$ cat src/rtl/alu_pkg.sv
// Opcode encodings and opcode-class helpers shared by the ALU core and its pipeline wrapper.
// Codes 0-7 keep the legacy 8-bit ALU numbering so existing microcode stays valid.
package alu_pkg;

  localparam logic [3:0] OP_ADD = 4'h0;
  localparam logic [3:0] OP_SUB = 4'h1;
  localparam logic [3:0] OP_AND = 4'h2;
  localparam logic [3:0] OP_OR  = 4'h3;
  localparam logic [3:0] OP_XOR = 4'h4;
  localparam logic [3:0] OP_NOT = 4'h5;
  localparam logic [3:0] OP_INC = 4'h6;
  localparam logic [3:0] OP_DEC = 4'h7;
  localparam logic [3:0] OP_ADC = 4'h8;
  localparam logic [3:0] OP_SBB = 4'h9;
  localparam logic [3:0] OP_SHL = 4'hA;
  localparam logic [3:0] OP_SHR = 4'hB;
  localparam logic [3:0] OP_ASR = 4'hC;
  localparam logic [3:0] OP_ROL = 4'hD;
  localparam logic [3:0] OP_ROR = 4'hE;
  localparam logic [3:0] OP_CMP = 4'hF;

  // Ops that go through the shared adder and report signed overflow.
  function automatic logic is_arith(input logic [3:0] op);
    return op inside {OP_ADD, OP_SUB, OP_INC, OP_DEC, OP_ADC, OP_SBB, OP_CMP};
  endfunction

  // Bitwise ops are the only ones that leave the carry register alone.
  function automatic logic is_logic(input logic [3:0] op);
    return op inside {OP_AND, OP_OR, OP_XOR, OP_NOT};
  endfunction

endpackage

$ cat src/rtl/alu_core.sv
// Combinational ALU datapath: one WIDTH+1-bit adder for the arithmetic class,
// bitwise ops, and a shifter/rotator whose amount is b modulo WIDTH.
module alu_core
  import alu_pkg::*;
#(
  parameter int WIDTH = 8
) (
  input  logic [WIDTH-1:0] a,
  input  logic [WIDTH-1:0] b,
  input  logic [3:0]       opcode,
  input  logic             cin,
  output logic [WIDTH-1:0] res,
  output logic             cout,
  output logic             overflow
);

  localparam int SW = $clog2(WIDTH);
  localparam logic [SW:0] WBITS = (SW+1)'(WIDTH);
  localparam logic [WIDTH-1:0] ONE = {{(WIDTH-1){1'b0}}, 1'b1};

  logic [SW-1:0]    amt;
  logic [SW:0]      inv_amt;
  logic [WIDTH-1:0] add_b;
  logic             add_c;
  logic [WIDTH:0]   sum;
  logic [WIDTH:0]   shl_w;
  logic [WIDTH:0]   shr_w;
  logic [WIDTH:0]   asr_w;
  logic [WIDTH-1:0] rol;
  logic [WIDTH-1:0] ror;

  assign amt     = b[SW-1:0];
  assign inv_amt = WBITS - {1'b0, amt};

  // Subtraction is a + ~b + cin, so the adder's second operand and carry-in
  // are the only things that differ across the arithmetic class.
  always_comb begin
    add_b = b;
    add_c = 1'b0;
    case (opcode)
      OP_SUB, OP_CMP: begin add_b = ~b;   add_c = 1'b1; end
      OP_INC:         begin add_b = ONE;  add_c = 1'b0; end
      OP_DEC:         begin add_b = ~ONE; add_c = 1'b1; end
      OP_ADC:         begin add_b = b;    add_c = cin;  end
      OP_SBB:         begin add_b = ~b;   add_c = cin;  end
      default:        ;
    endcase
  end

  assign sum = {1'b0, a} + {1'b0, add_b} + {{WIDTH{1'b0}}, add_c};

  // The extra bit catches the last bit shifted out; amount 0 leaves it clear.
  assign shl_w = {1'b0, a} << amt;
  assign shr_w = {a, 1'b0} >> amt;
  assign asr_w = $signed({a, 1'b0}) >>> amt;
  assign rol   = (a << amt) | (a >> inv_amt);
  assign ror   = (a >> amt) | (a << inv_amt);

  always_comb begin
    res      = '0;
    cout     = 1'b0;
    overflow = 1'b0;
    if (is_arith(opcode)) begin
      res      = (opcode == OP_CMP) ? a : sum[WIDTH-1:0];
      cout     = sum[WIDTH];
      overflow = (a[WIDTH-1] == add_b[WIDTH-1]) && (sum[WIDTH-1] != a[WIDTH-1]);
    end else begin
      case (opcode)
        OP_AND: res = a & b;
        OP_OR:  res = a | b;
        OP_XOR: res = a ^ b;
        OP_NOT: res = ~a;
        OP_SHL: begin res = shl_w[WIDTH-1:0]; cout = shl_w[WIDTH]; end
        OP_SHR: begin res = shr_w[WIDTH:1];   cout = shr_w[0];     end
        OP_ASR: begin res = asr_w[WIDTH:1];   cout = asr_w[0];     end
        OP_ROL: begin res = rol; cout = (amt != '0) && rol[0];       end
        OP_ROR: begin res = ror; cout = (amt != '0) && ror[WIDTH-1]; end
        default: ;
      endcase
    end
  end

endmodule

$ cat src/rtl/alu_pipe.sv
// Registered ALU stage between operand fetch and writeback: one output register
// with valid/ready on both sides, plus the carry register used by ADC/SBB.
module alu_pipe
  import alu_pkg::*;
#(
  parameter int WIDTH = 8
) (
  input  logic             clk,
  input  logic             rst,
  input  logic             in_valid,
  output logic             in_ready,
  input  logic [WIDTH-1:0] a,
  input  logic [WIDTH-1:0] b,
  input  logic [3:0]       opcode,
  input  logic             carry_clr,
  output logic             out_valid,
  input  logic             out_ready,
  output logic [WIDTH-1:0] res,
  output logic             cout,
  output logic             zero,
  output logic             sign,
  output logic             overflow,
  output logic             carry_q
);

  logic [WIDTH-1:0] core_res;
  logic             core_cout;
  logic             core_ovf;
  logic             accept;

  alu_core #(.WIDTH(WIDTH)) u_core (
    .a        (a),
    .b        (b),
    .opcode   (opcode),
    .cin      (carry_q),
    .res      (core_res),
    .cout     (core_cout),
    .overflow (core_ovf)
  );

  // Single output stage: a new op may enter only when the held result leaves.
  assign in_ready = !out_valid || out_ready;
  assign accept   = in_valid && in_ready;

  // carry_clr only acts on idle cycles; an accepted op owns the carry register.
  always_ff @(posedge clk) begin
    if (rst) begin
      out_valid <= 1'b0;
      res       <= '0;
      cout      <= 1'b0;
      zero      <= 1'b0;
      sign      <= 1'b0;
      overflow  <= 1'b0;
      carry_q   <= 1'b0;
    end else if (accept) begin
      out_valid <= 1'b1;
      res       <= core_res;
      cout      <= core_cout;
      zero      <= (core_res == '0);
      sign      <= core_res[WIDTH-1];
      overflow  <= core_ovf;
      if (!is_logic(opcode)) carry_q <= core_cout;
    end else begin
      if (out_ready) out_valid <= 1'b0;
      if (carry_clr) carry_q <= 1'b0;
    end
  end

endmodule
$ cat config.mk
export PLATFORM = sky130hd
export DESIGN_NAME = alu_pipe
export DESIGN_NICKNAME = d
export VERILOG_FILES = /design/src/rtl/alu_pkg.sv /design/src/rtl/alu_core.sv /design/src/rtl/alu_pipe.sv
export SDC_FILE = /design/constraint.sdc
export NUM_CORES = 1
export LEC_CHECK = 0
export CAP_MARGIN = 30
export CORE_ASPECT_RATIO = 0.75
export CORE_MARGIN = 10
export CORE_UTILIZATION = 50
export CTS_CLUSTER_DIAMETER = 50
export DETAILED_ROUTE_END_ITERATION = 10
export HOLD_SLACK_MARGIN = 0.15
export PLACE_DENSITY = 0.82
export SLEW_MARGIN = 10
export SYNTH_ARGS = -nofsm -noshare
export SYNTH_HDL_FRONTEND = slang
export SYNTH_HIERARCHICAL = 1
export SYNTH_SLANG_ARGS = --single-unit
$ cat constraint.sdc
create_clock -name clk -period 6.9 [get_ports clk]
set_clock_uncertainty 0.2 [all_clocks]
set_input_delay 1.38 -clock clk [delete_from_list [all_inputs] [get_ports clk]]
set_output_delay 1.38 -clock clk [all_outputs]
set_load 0.05 [all_outputs]
# Word level (Yosys, flattened, before mapping)
# Index checks and enable logic that the tools add are counted.
dict set report op_classes {
  addsub 3
  eq_ne 18
  shifts 7
  n_mux 13
  n_bitwise 7
  n_reduce_logical 17
}
# operator n
set op_table {}
lappend op_table {{$pmux W8 S9} 1}
lappend op_table {{$eq A4 B4 Y1 const B} 8}
lappend op_table {{$or A8 B8 Y8} 3}
lappend op_table {{$pmux W8 S3} 1}
lappend op_table {{$eq A4 B3 Y1 const B} 4}
lappend op_table {{$mux W8} 2}
lappend op_table {{$not A8 Y8} 2}
lappend op_table {{$add A8 B8 Y9} 1}
lappend op_table {{$add A9 B1 Y9} 1}
lappend op_table {{$shl A8 B3 Y9} 1}
lappend op_table {{$shr A9 B3 Y9} 1}
lappend op_table {{$sshr A9 B3 Y9} 1}
lappend op_table {{$and A8 B8 Y8} 1}
lappend op_table {{$eq A4 B2 Y1 const B} 2}
lappend op_table {{$logic_not A8 Y1} 1}
lappend op_table {{$shl A8 B3 Y8} 1}
lappend op_table {{$shl A8 B4 Y8} 1}
lappend op_table {{$shr A8 B3 Y8} 1}
lappend op_table {{$shr A8 B4 Y8} 1}
lappend op_table {{$xor A8 B8 Y8} 1}
lappend op_table {{$mux W1} 7}
lappend op_table {{$reduce_bool A7 Y1} 1}
lappend op_table {{$reduce_or A3 Y1} 2}
lappend op_table {{$pmux W1 S5} 1}
lappend op_table {{other kinds (15)} 19}
dict set report totals {
  reg_bits 14
  word_cells 72
}

# Longest topological paths before layout
# Gate-level depths: netlist of run 1.
dict set report depth {
  depth_word 8
  ltp_mapped 16
  mapped_depth_nobuf 15
}

# Hierarchy
# Netlist of run 1, hierarchy kept.
# mod instances cells_each area_each_um2 seq_area_each_um2
set by_module_without_submodules {}
lappend by_module_without_submodules {alu_core 1 371 2786.4 0.0}
lappend by_module_without_submodules {alu_pipe 1 67 566.8 260.2}

# Worst setup path before layout of run 1
# Ideal clock, no wire load.
dict set report synth_path {
  path_kind {input port to flip-flop}
  startpoint {in opcode[0]}
  endpoint {reg zero}
  arrival_ns 4.376
  t_required_ns 6.568
  path_slack_ns 2.192
  cell_stages 16
  n_path_buf 4
  cell_sequence {buf_2 -> buf_2 -> buf_2 -> buf_2 -> a21oi_1 -> nand2b_1 -> fa_1 -> fa_1 -> a21o_1 -> a22o_1 -> o31a_1 -> a211o_1 -> a22oi_1 -> nor4_1 -> nand4_1 -> a21oi_1}
}
dict set report synth_between {
  elab_chain_len 8
  word_cells_on_any_way 28
  classes_between {2 x add/sub; 15 x eq/ne; 5 x mux; 6 x reduce/logical}
}
# element line_no
set synth_lines {}
lappend synth_lines {{start: declaration} alu_pipe.sv:14} ;# input logic [3:0] opcode,
lappend synth_lines {{$eq A4 B4 Y1, or another cell as far along} {alu_pkg.sv:24, alu_core.sv:40, alu_core.sv:64}}
lappend synth_lines {{$reduce_or A3 Y1 (no source line)} -}
lappend synth_lines {{$pmux W8 S3} alu_core.sv:40} ;# case (opcode)
lappend synth_lines {{$add A8 B8 Y9} alu_core.sv:50} ;# assign sum = {1'b0, a} + {1'b0, add_b} + {{WIDTH{1'b0}}, add_c};
lappend synth_lines {{$add A9 B1 Y9} alu_core.sv:50}
lappend synth_lines {{$mux W8} alu_core.sv:64} ;# res = (opcode == OP_CMP) ? a : sum[WIDTH-1:0];
lappend synth_lines {{$mux W8 *} alu_core.sv:63} ;# if (is_arith(opcode)) begin
lappend synth_lines {{named net core_res[6]} alu_pipe.sv:26} ;# logic [WIDTH-1:0] core_res;
lappend synth_lines {{$logic_not A8 Y1 *} alu_pipe.sv:59} ;# zero <= (core_res == '0);
lappend synth_lines {{end signal: assignment} alu_pipe.sv:59}
lappend synth_lines {{end: declaration} alu_pipe.sv:20} ;# output logic zero,
# The timed path passes the listed nets; every way through them passes the cells marked *.
# A chain may end at the register's enable or synchronous reset.

# Final worst setup path of run 1
dict set report layout_path {
  startpoint {in opcode[1]}
  endpoint {reg zero}
}
# The elaborated chain is that of the path after synthesis.

==> results of run 1 <==
[power by group through the flow]
stage / logic (mW) / registers (mW) / clock network [mW]
2_1_floorplan: 0.185 / 0.106 / 0
3_3_place_gp: 0.283 / 0.0854 / 0
3_5_place_dp: 0.288 / 0.0861 / 0
4_1_cts: 0.289 / 0.0843 / 0.0748
5_1_grt: 0.319 / 0.0851 / 0.0791
6_report: 0.299 / 0.0843 / 0.0751
[stage by stage]
stage               utilization  total power [mW]  setup WS [ns]  instances
floorplan                     -            0.2907          2.192        438
global placement         0.5737            0.3683          1.277        525
detailed placement       0.5737            0.3740          1.118        525
CTS                      0.5807            0.4481          1.360        529
global route             0.5807            0.4832         0.8518        529
finish                   0.5807            0.4582          1.217        529
[cell families after synthesis]
logic type,synth area share
buffers and inverters,0.09888
AO/OA/AOI/OAI,0.3049
AND/OR/NAND/NOR,0.2194
adder cells (fa/ha/maj),0.1127
multiplexers,0.1709
flip-flops,0.07761
XOR/XNOR,0.01567
[worst min-delay path, stage by stage, from the launching register on]
cell     delay, ns
dfxtp_1       0.31
o21ai_1       0.06
a21oi_1       0.06
[sequential cells by signal, summed over array words and instances, names as in the netlist]
signal and cells:
cout 1, overflow 1, zero 1, carry_q 1
out_valid 1, res 8
[cell usage in the layout (no fill, tap or decap), drive strengths merged, types with 3 or more instances in the layout]
master	n
a211oi	17
clkbuf	4
ha	27
o21a	4
nand2	25
mux2i	7
o21ai	37
mux2	5
clkdlybuf4s50	39
nor4	4
a31oi	3
o22ai	3
and2	3
o221a	3
nor3	14
xor2	4
a21oi	37
dfxtp	13
a32oi	5
nand2b	6
a21o	4
nor2b	10
nand3	19
nand4	9
mux4	19
inv	25
a22oi	3
o211ai	5
o31ai	7
buf	9
o221ai	3
nor2	34
[synth_stat cells, types with 6 or more instances]
| cell type | count |
|---|---|
| mux2i_1 | 7 |
| nand2_1 | 25 |
| inv_1 | 23 |
| clkbuf_1 | 9 |
| o21ai_1 | 12 |
| o21ai_0 | 25 |
| a21oi_1 | 37 |
| mux4_2 | 15 |
| a211oi_1 | 17 |
| nand2b_1 | 6 |
| nor3_1 | 14 |
| ha_1 | 27 |
| o31ai_1 | 6 |
| nand3_1 | 18 |
| dfxtp_1 | 13 |
| nor2b_1 | 8 |
| buf_2 | 24 |
| nand4_1 | 9 |
| nor2_1 | 34 |
[routing by layer]
| layer | GRT usage | wire length [µm] |
|---|---|---|
| met1 | 0.3290 | 5389 |
| met4 | 0.03854 | 216 |
| met5 | 0 | 0 |
| met3 | 0.09163 | 1646 |
| met2 | 0.3051 | 4952 |
[final timing paths]
| path | startpoint | to | slack (ns) | depth (start not counted) |
|---|---|---|---|---|
| setup / recovery | opcode[1] | zero$_SDFFE_PP0P_ | 1.22 | 15 |
| hold / removal | res[2]$_SDFFE_PP0P_ | res[2]$_SDFFE_PP0P_ | 0.28 | 2 |
| setup reg to reg | carry_q$_SDFFE_PP0P_ | zero$_SDFFE_PP0P_ | 3.65 | 11 |
| hold reg to reg | res[2]$_SDFFE_PP0P_ | res[2]$_SDFFE_PP0P_ | 0.28 | 2 |
[area by class of cell]
| cell class | count | area [µm²] | area share |
|---|---|---|---|
| inverter | 26 | 97.59 | 0.02621 |
| tap | 81 | 101.3 | 0.02722 |
| sequential | 13 | 260.3 | 0.06989 |
| clock buffer | 4 | 45.04 | 0.01210 |
| timing repair buffer | 48 | 457.9 | 0.1230 |
| multi-input combinational | 357 | 2761 | 0.7416 |
==> impl_metrics.ini, run 1 <==
[outcome]
outcome = finished, final reports clean

[floorplan]
core-area_um2 = 6412
start_util = 0.5229
fp.dieW_um = 114.6
rows = 25
dieArea_um2 = 10420
io_pins = 40
die_h_um = 90.92

[setup_path]
crit_path_frequent_cell = nor2_1
crit_slowest_cell = clkdlybuf4s50_1
path_cells = clkdlybuf4s50_1, buf_4, nor2_1, nor2_1, nor2_1, a211oi_1, ha_1, a211oi_1, a21oi_1, o41ai_1, xor2_1, o21ai_1, nor4_1, nand4_1, a21oi_1
cp_num_buf_inv = 2
crit_family = compound AO/OA/AOI/OAI gates
crit_type = input port to register
worstPathArrival_ns = 5.67
cp_max_fo = 18
endpoint_kind = register
start_kind = input port
slowest_delay_ns = 0.70
required_ns = 6.88

[clock_tree]
postCtsHoldBufs = 0
clock_latency_ns = 0.25
cts_tree = done
cts_setup_buffers = 0
cts_root_buf = clkbuf_8
ctsResizeCount = 0
path_clk_slew_ns = 0.07
cts_buffers = 3
clock-sinks = 13
htreeDepth = 1
clock_path_buffers = 2

[worst_hold_path]
hp-class = register to register

[yosys]
ys_seq_area_frac = 0.07761
synthArstFlopShare = 0
synth_edf_count = 0
ys_types = 75
ys.flop_type = dfxtp_1
netlist_instances = 438
synth_top_area_share = 0.1007
synth_top_cell_by_area = ha_1
synth_seq_cells = 13
ys_warn_count = 6
syn_area_um2 = 3353
synthesis.nets = 492
synth.avg_cell_area_um2 = 7.656
synth_area_leaders = ha_1 (10%), mux4_2 (10%), dfxtp_1 (7.8%), a21oi_1 (5.5%), a211oi_1 (3.8%)

[layout]
n_antenna_cell = 0
drive_above_1_share = 0.1071
n_fill_cell = 603
area_growth_pct = 11.04
fin_area_um2 = 3724
nNetsFinal = 503

[routing]
vias = 3790
drt_wl_total_um = 12210
vias_per_cell = 7.164
drc_errors = 0
dr.pass1.iters = 6
ant_nets = 0
wl_per_cell_um = 23.07
drt-initial-drc-count = 417

[power]
power.share.sequential = 0.184
ir_drop_uv = 83.06
switchingPower_uw = 219.9
swShare = 0.4798
clkPwrFrac = 0.164
powerDensity_nw_per_um2 = 123.1
p_int_uw = 238.4
p_leak_nw = 1.398
power_frac_comb = 0.652

[global_routing]
antenna_found_initial = 0
first_global_vias = 3493
grt_start_max_net_pins = 39
grt_use_total = 0.2268
grt_pass1_wl_um = 19340
overflow = 0

[placed_design]
hpwl_um = 9206
portBuffers = 39
gp_congestion = 1.005
placed_area_um2 = 3679

[sta]
worst_pin_slew_ns = 0.7541
slew_viol_final = 0
tns_ns = 0
period_share = 0.8237
max_clock_freq_ghz = 0.1759
hold-worst-slack_ns = 0.2819
setup_viol = 0
rsz0062_at_grt = no
hold_viol_final = 0
max_slew_margin = 0.4957
fin_crit_ns = 5.683

[flow_run]
drv_cap = 0
Note: power is estimated with default switching activity, not from simulation.
==> run 2, diff against run 1 <==
==> constraint.sdc (replaced) <==
create_clock -name clk -period 5.5 [get_ports clk]
set_clock_uncertainty 0.2 [all_clocks]
set_input_delay 1.1 -clock clk [delete_from_list [all_inputs] [get_ports clk]]
set_output_delay 1.1 -clock clk [all_outputs]
set_load 0.05 [all_outputs]
==> run 2 against run 1 <==
Sequential power up 26%. Register-to-register slack worse by 1.4 ns. Largest cell class unchanged. Sequential share of layout area decreased by 0.21 points. Combinational power up 29%. Cell count is 2.8% higher. Clock-buffer cell count is the same. Wire length up 6.4%. Hold slack lost 0.0057 ns. Via count is 1.6% higher.
==> impl_metrics.ini, run 2 (synthesis results as in run 1) <==
[layout]
final_common_cell = clkdlybuf4s50_1
fin_area_um2 = 3836
final_cell_mix = clkdlybuf4s50_1 (39), a21oi_1 (37), nor2_1 (34)
n_antenna_cell = 0
area_growth_pct = 14.40
nNetsFinal = 518
largest_reg_flops = 8
drive_above_1_share = 0.1361
regMostFlops = res

[sta]
fin_crit_ns = 4.817
setup_viol = 0
slew_viol_final = 0
period_share = 0.8758
rsz0062_at_grt = no
max_slew_margin = 0.2969
worst_pin_slew_ns = 1.028
max_clock_freq_ghz = 0.2076
tns_ns = 0
hold_viol_final = 0

[setup_path]
worstPathArrival_ns = 4.74
start_kind = input port
r2r_slack_ns = 2.24
cp_max_fo = 9
r2r-start = carry_q$_SDFFE_PP0P_
crit_type = input port to register
rr_worst_depth = 11
required_ns = 5.42
endpoint_kind = register
r2r_end = carry_q$_SDFFE_PP0P_

[clock_tree]
cts_buffers = 3
ctsResizeCount = 0
postCtsHoldBufs = 0
htreeDepth = 1
cts_setup_buffers = 0
clock_path_buffers = 2
cts_root_buf = clkbuf_8
path_clk_slew_ns = 0.06
clock-sinks = 13
cts_tree = done
clock_latency_ns = 0.25

[routing]
dr.pass1.iters = 7
drt-initial-drc-count = 550
vias_per_cell = 7.081
ant_nets = 0
drc_errors = 0
wl_per_cell_um = 23.88
drt_wl_total_um = 12990
vias = 3852

[flow_run]
drv_cap = 0

[global_routing]
grt_use_total = 0.2390
grt_start_max_net_pins = 39
antenna_found_initial = 0
first_global_vias = 3559
grt_pass1_wl_um = 20290
overflow = 0

[floorplan]
io_pins = 40
core-area_um2 = 6412
fp.dieW_um = 114.6
start_util = 0.5229
die_h_um = 90.92
dieArea_um2 = 10420
rows = 25

[worst_hold_path]
worstHoldPathCells = 2
hp-class = register to register
hp-start = cout$_SDFFE_PP0P_
hold_end = cout$_SDFFE_PP0P_

[placed_design]
portBuffers = 39
placed_area_um2 = 3791
hpwl_um = 10070
gp_congestion = 0.9956

[outcome]
outcome = finished, final reports clean

[power]
ir_drop_uv = 112.8
p_leak_nw = 1.471
powerDensity_nw_per_um2 = 152.5
## run 2: changes by cell type in the layout (fill, tap and decap cells not counted)
cell	delta
buf_4	+15
## run 2: report_power, final
part,internal (mW),switching [mW]
registers,0.102,0.00404
logic,0.155,0.233
clock network,0.0514,0.0408
total,0.308,0.277
## run 2: worst max-delay path by stage
| stage | startpoint | end | slack (ns) | cells after the start |
|---|---|---|---|---|
| floorplan | opcode[0] | zero$_SDFFE_PP0P_ | 1.07 | 16 |
| global placement | opcode[2] | zero$_SDFFE_PP0P_ | 0.59 | 16 |
| detailed placement | opcode[2] | zero$_SDFFE_PP0P_ | 0.50 | 16 |
| CTS | opcode[2] | res[6]$_SDFFE_PP0P_ | 0.75 | 15 |
| global route | opcode[2] | zero$_SDFFE_PP0P_ | 0.47 | 16 |
| finish | opcode[2] | carry_q$_SDFFE_PP0P_ | 0.68 | 16 |
## run 2: worst max-delay path: stages
cell	delay, ns
clkdlybuf4s50_1	0.66
nor2_1	0.17
nor2_1	0.15
nor2_1	0.06
o21ai_0	0.16
nand2b_1	0.10
fa_1	0.45
fa_1	0.43
a21o_1	0.19
a22o_1	0.22
o31a_1	0.28
o31ai_1	0.30
nand3_1	0.16
nand2_1	0.10
a211o_1	0.13
o221ai_2	0.08
## run 2: per-layer routing
metal / routed length, µm / track usage
met5: 0 / 0
met4: 304 / 0.05729
met3: 1915 / 0.09296
met2: 5164 / 0.3244
met1: 5607 / 0.3400
## run 2: through the flow
step,setup slack (ns),hold slack [ns],utilization,power (mW),cells
3_3_place_gp,0.5949,0.2682,0.5912,0.4796,540
4_1_cts,0.7495,0.2807,0.5982,0.5762,544
3_5_place_dp,0.4961,0.2724,0.5912,0.4825,540
5_1_grt,0.4675,0.3093,0.5982,0.6185,544
6_report,0.6832,0.2761,0.5982,0.5850,544
2_1_floorplan,1.072,0.5033,-,0.3646,438
## run 2: final cells by class
class	instances	area [µm²]
Tap cell	81	101.3
Clock buffer	4	45.04
Inverter	26	97.59
Fill cell	590	2576
Multi-Input combinational cell	357	2761
Timing Repair Buffer	63	570.5
Sequential cell	13	260.3
==> run 3, diff against run 2 <==
--- a/config.mk
+++ b/config.mk
@@ -13,6 +13,7 @@
 export DETAILED_ROUTE_END_ITERATION = 10
 export HOLD_SLACK_MARGIN = 0.15
 export PLACE_DENSITY = 0.82
+export REMOVE_ABC_BUFFERS = 1
 export SLEW_MARGIN = 10
 export SYNTH_ARGS = -nofsm -noshare
 export SYNTH_HDL_FRONTEND = slang
==> run 3 against run 2 <==
Highest routed layer unchanged. Utilization fell by 0.12 points. Hold slack better by 0.0021 ns. Register-to-register slack worse by 0.02 ns.
==> impl_metrics.ini, run 3 (synthesis results as in run 1) <==
[clock_tree]
cts_setup_buffers = 0
path_clk_slew_ns = 0.06
cts_tree = done
clock_latency_ns = 0.24
clock_path_buffers = 2
ctsResizeCount = 0
clock-sinks = 13
postCtsHoldBufs = 0
cts_root_buf = clkbuf_8
cts_buffers = 3
htreeDepth = 1

[placed_design]
gp_congestion = 0.9929
hpwl_um = 9835
portBuffers = 39
dpl_worst_slack_ns = 0.4623
placed_area_um2 = 3784
placed_cells = 539

[power]
p_int_uw = 306.7
swShare = 0.4687
power.share.sequential = 0.184
power_frac_comb = 0.664
power.total_uw = 577.2
clkPwrFrac = 0.152
switchingPower_uw = 270.5
powerDensity_nw_per_um2 = 150.8
p_leak_nw = 1.466
ir_drop_uv = 83.33

[setup_path]
endpoint_kind = register
cp_max_fo = 24
required_ns = 5.41
r2r_end = zero$_SDFFE_PP0P_
rr_worst_depth = 11
start_kind = input port
worstPathArrival_ns = 4.78
path_cells = clkdlybuf4s50_1, buf_4, or2_2, o21ai_0, a32o_1, fa_1, fa_1, a21o_1, a22o_1, o31a_1, a211o_1, a22oi_1, nor4_1, nand4_1, a21oi_1
slowest_delay_ns = 0.59
r2r-start = carry_q$_SDFFE_PP0P_
crit_path_frequent_cell = fa_1
crit_type = input port to register
crit_slowest_cell = clkdlybuf4s50_1
r2r_slack_ns = 2.22

[layout]
n_antenna_cell = 0
final_cells = 543
final_cell_mix = clkdlybuf4s50_1 (39), a21oi_1 (37), nor2_1 (34)
area_growth_pct = 14.18
regMostFlops = res
drive_above_1_share = 0.1342
largest_reg_flops = 8
utilization = 0.5971
nNetsFinal = 517
fin_area_um2 = 3829
final_common_cell = clkdlybuf4s50_1

[sta]
fin_crit_ns = 4.872
hold-worst-slack_ns = 0.2783
slew_viol_final = 0
hold_viol_final = 0
worst_pin_slew_ns = 0.7514
max_clock_freq_ghz = 0.2052
period_share = 0.8859
setup_viol = 0
layout_setup_ws_ns = 0.6276
max_slew_margin = 0.4975
rsz0062_at_grt = no
tns_ns = 0

[global_routing]
first_global_vias = 3528
grt_use_total = 0.2309
grt_start_max_net_pins = 33
antenna_found_initial = 0
overflow = 0
grt_pass1_wl_um = 19890

[outcome]
outcome = finished, final reports clean

[floorplan]
rows = 25
die_h_um = 90.92
io_pins = 40
start_util = 0.5229
fp.dieW_um = 114.6
core-area_um2 = 6412
dieArea_um2 = 10420

[worst_hold_path]
worstHoldPathCells = 2
hold_end = overflow$_SDFFE_PP0P_
hp-start = overflow$_SDFFE_PP0P_
hp-class = register to register

[routing]
drt-initial-drc-count = 537
ant_nets = 0
drt_wl_total_um = 12500
wl_per_cell_um = 23.02
vias_per_cell = 7.064
vias = 3836
drc_errors = 0
dr.pass1.iters = 5

[flow_run]
drv_cap = 0
==> run 3: changes by cell type in the layout (fill, tap and decap cells not counted), sizes merged <==
cell  delta
buf      -1
==> run 3: cell type report <==
type                       instances  area, µm²
tap                               81      101.3
inverter                          26      97.59
multi-input combinational        357       2761
clock buffer                       4      45.04
sequential                        13      260.3
fill                             580       2584
timing repair buffer              62      563.0
==> run 3: worst max path at each step <==
stage                   start  depth (start not counted)              endpoint
floorplan           opcode[1]                         15     zero$_SDFFE_PP0P_
global placement    opcode[1]                         15  carry_q$_SDFFE_PP0P_
detailed placement  opcode[1]                         15  carry_q$_SDFFE_PP0P_
CTS                 opcode[1]                         15  carry_q$_SDFFE_PP0P_
global route        opcode[1]                         15  carry_q$_SDFFE_PP0P_
finish              opcode[1]                         15     zero$_SDFFE_PP0P_
==> run 3: power groups by stage <==
stage | Combinational, mW | Sequential, mW | Clock, mW
3_3_place_gp | 0.371 | 0.107 | 0
6_report | 0.384 | 0.106 | 0.0876
2_1_floorplan | 0.195 | 0.135 | 0
4_1_cts | 0.373 | 0.106 | 0.0875
3_5_place_dp | 0.372 | 0.108 | 0
5_1_grt | 0.410 | 0.107 | 0.0939
==> run 3: worst max-delay path, delay by kind of cell <==
kind | cells | cell delay (ns)
fa+ha+maj | 2 | 0.83
compound gates | 8 | 1.57
simple gates | 3 | 0.35
buf+inv | 2 | 0.91
==> run 3: per-layer routing <==
layer / share of wire / vias up / GRT usage
li1: - / 1726 / -
met1: 0.42 / 1789 / 0.3291
met2: 0.42 / 286 / 0.3282
met3: 0.14 / 35 / 0.07636
met4: 0.022 / 0 / 0.04271
met5: 0 / - / 0
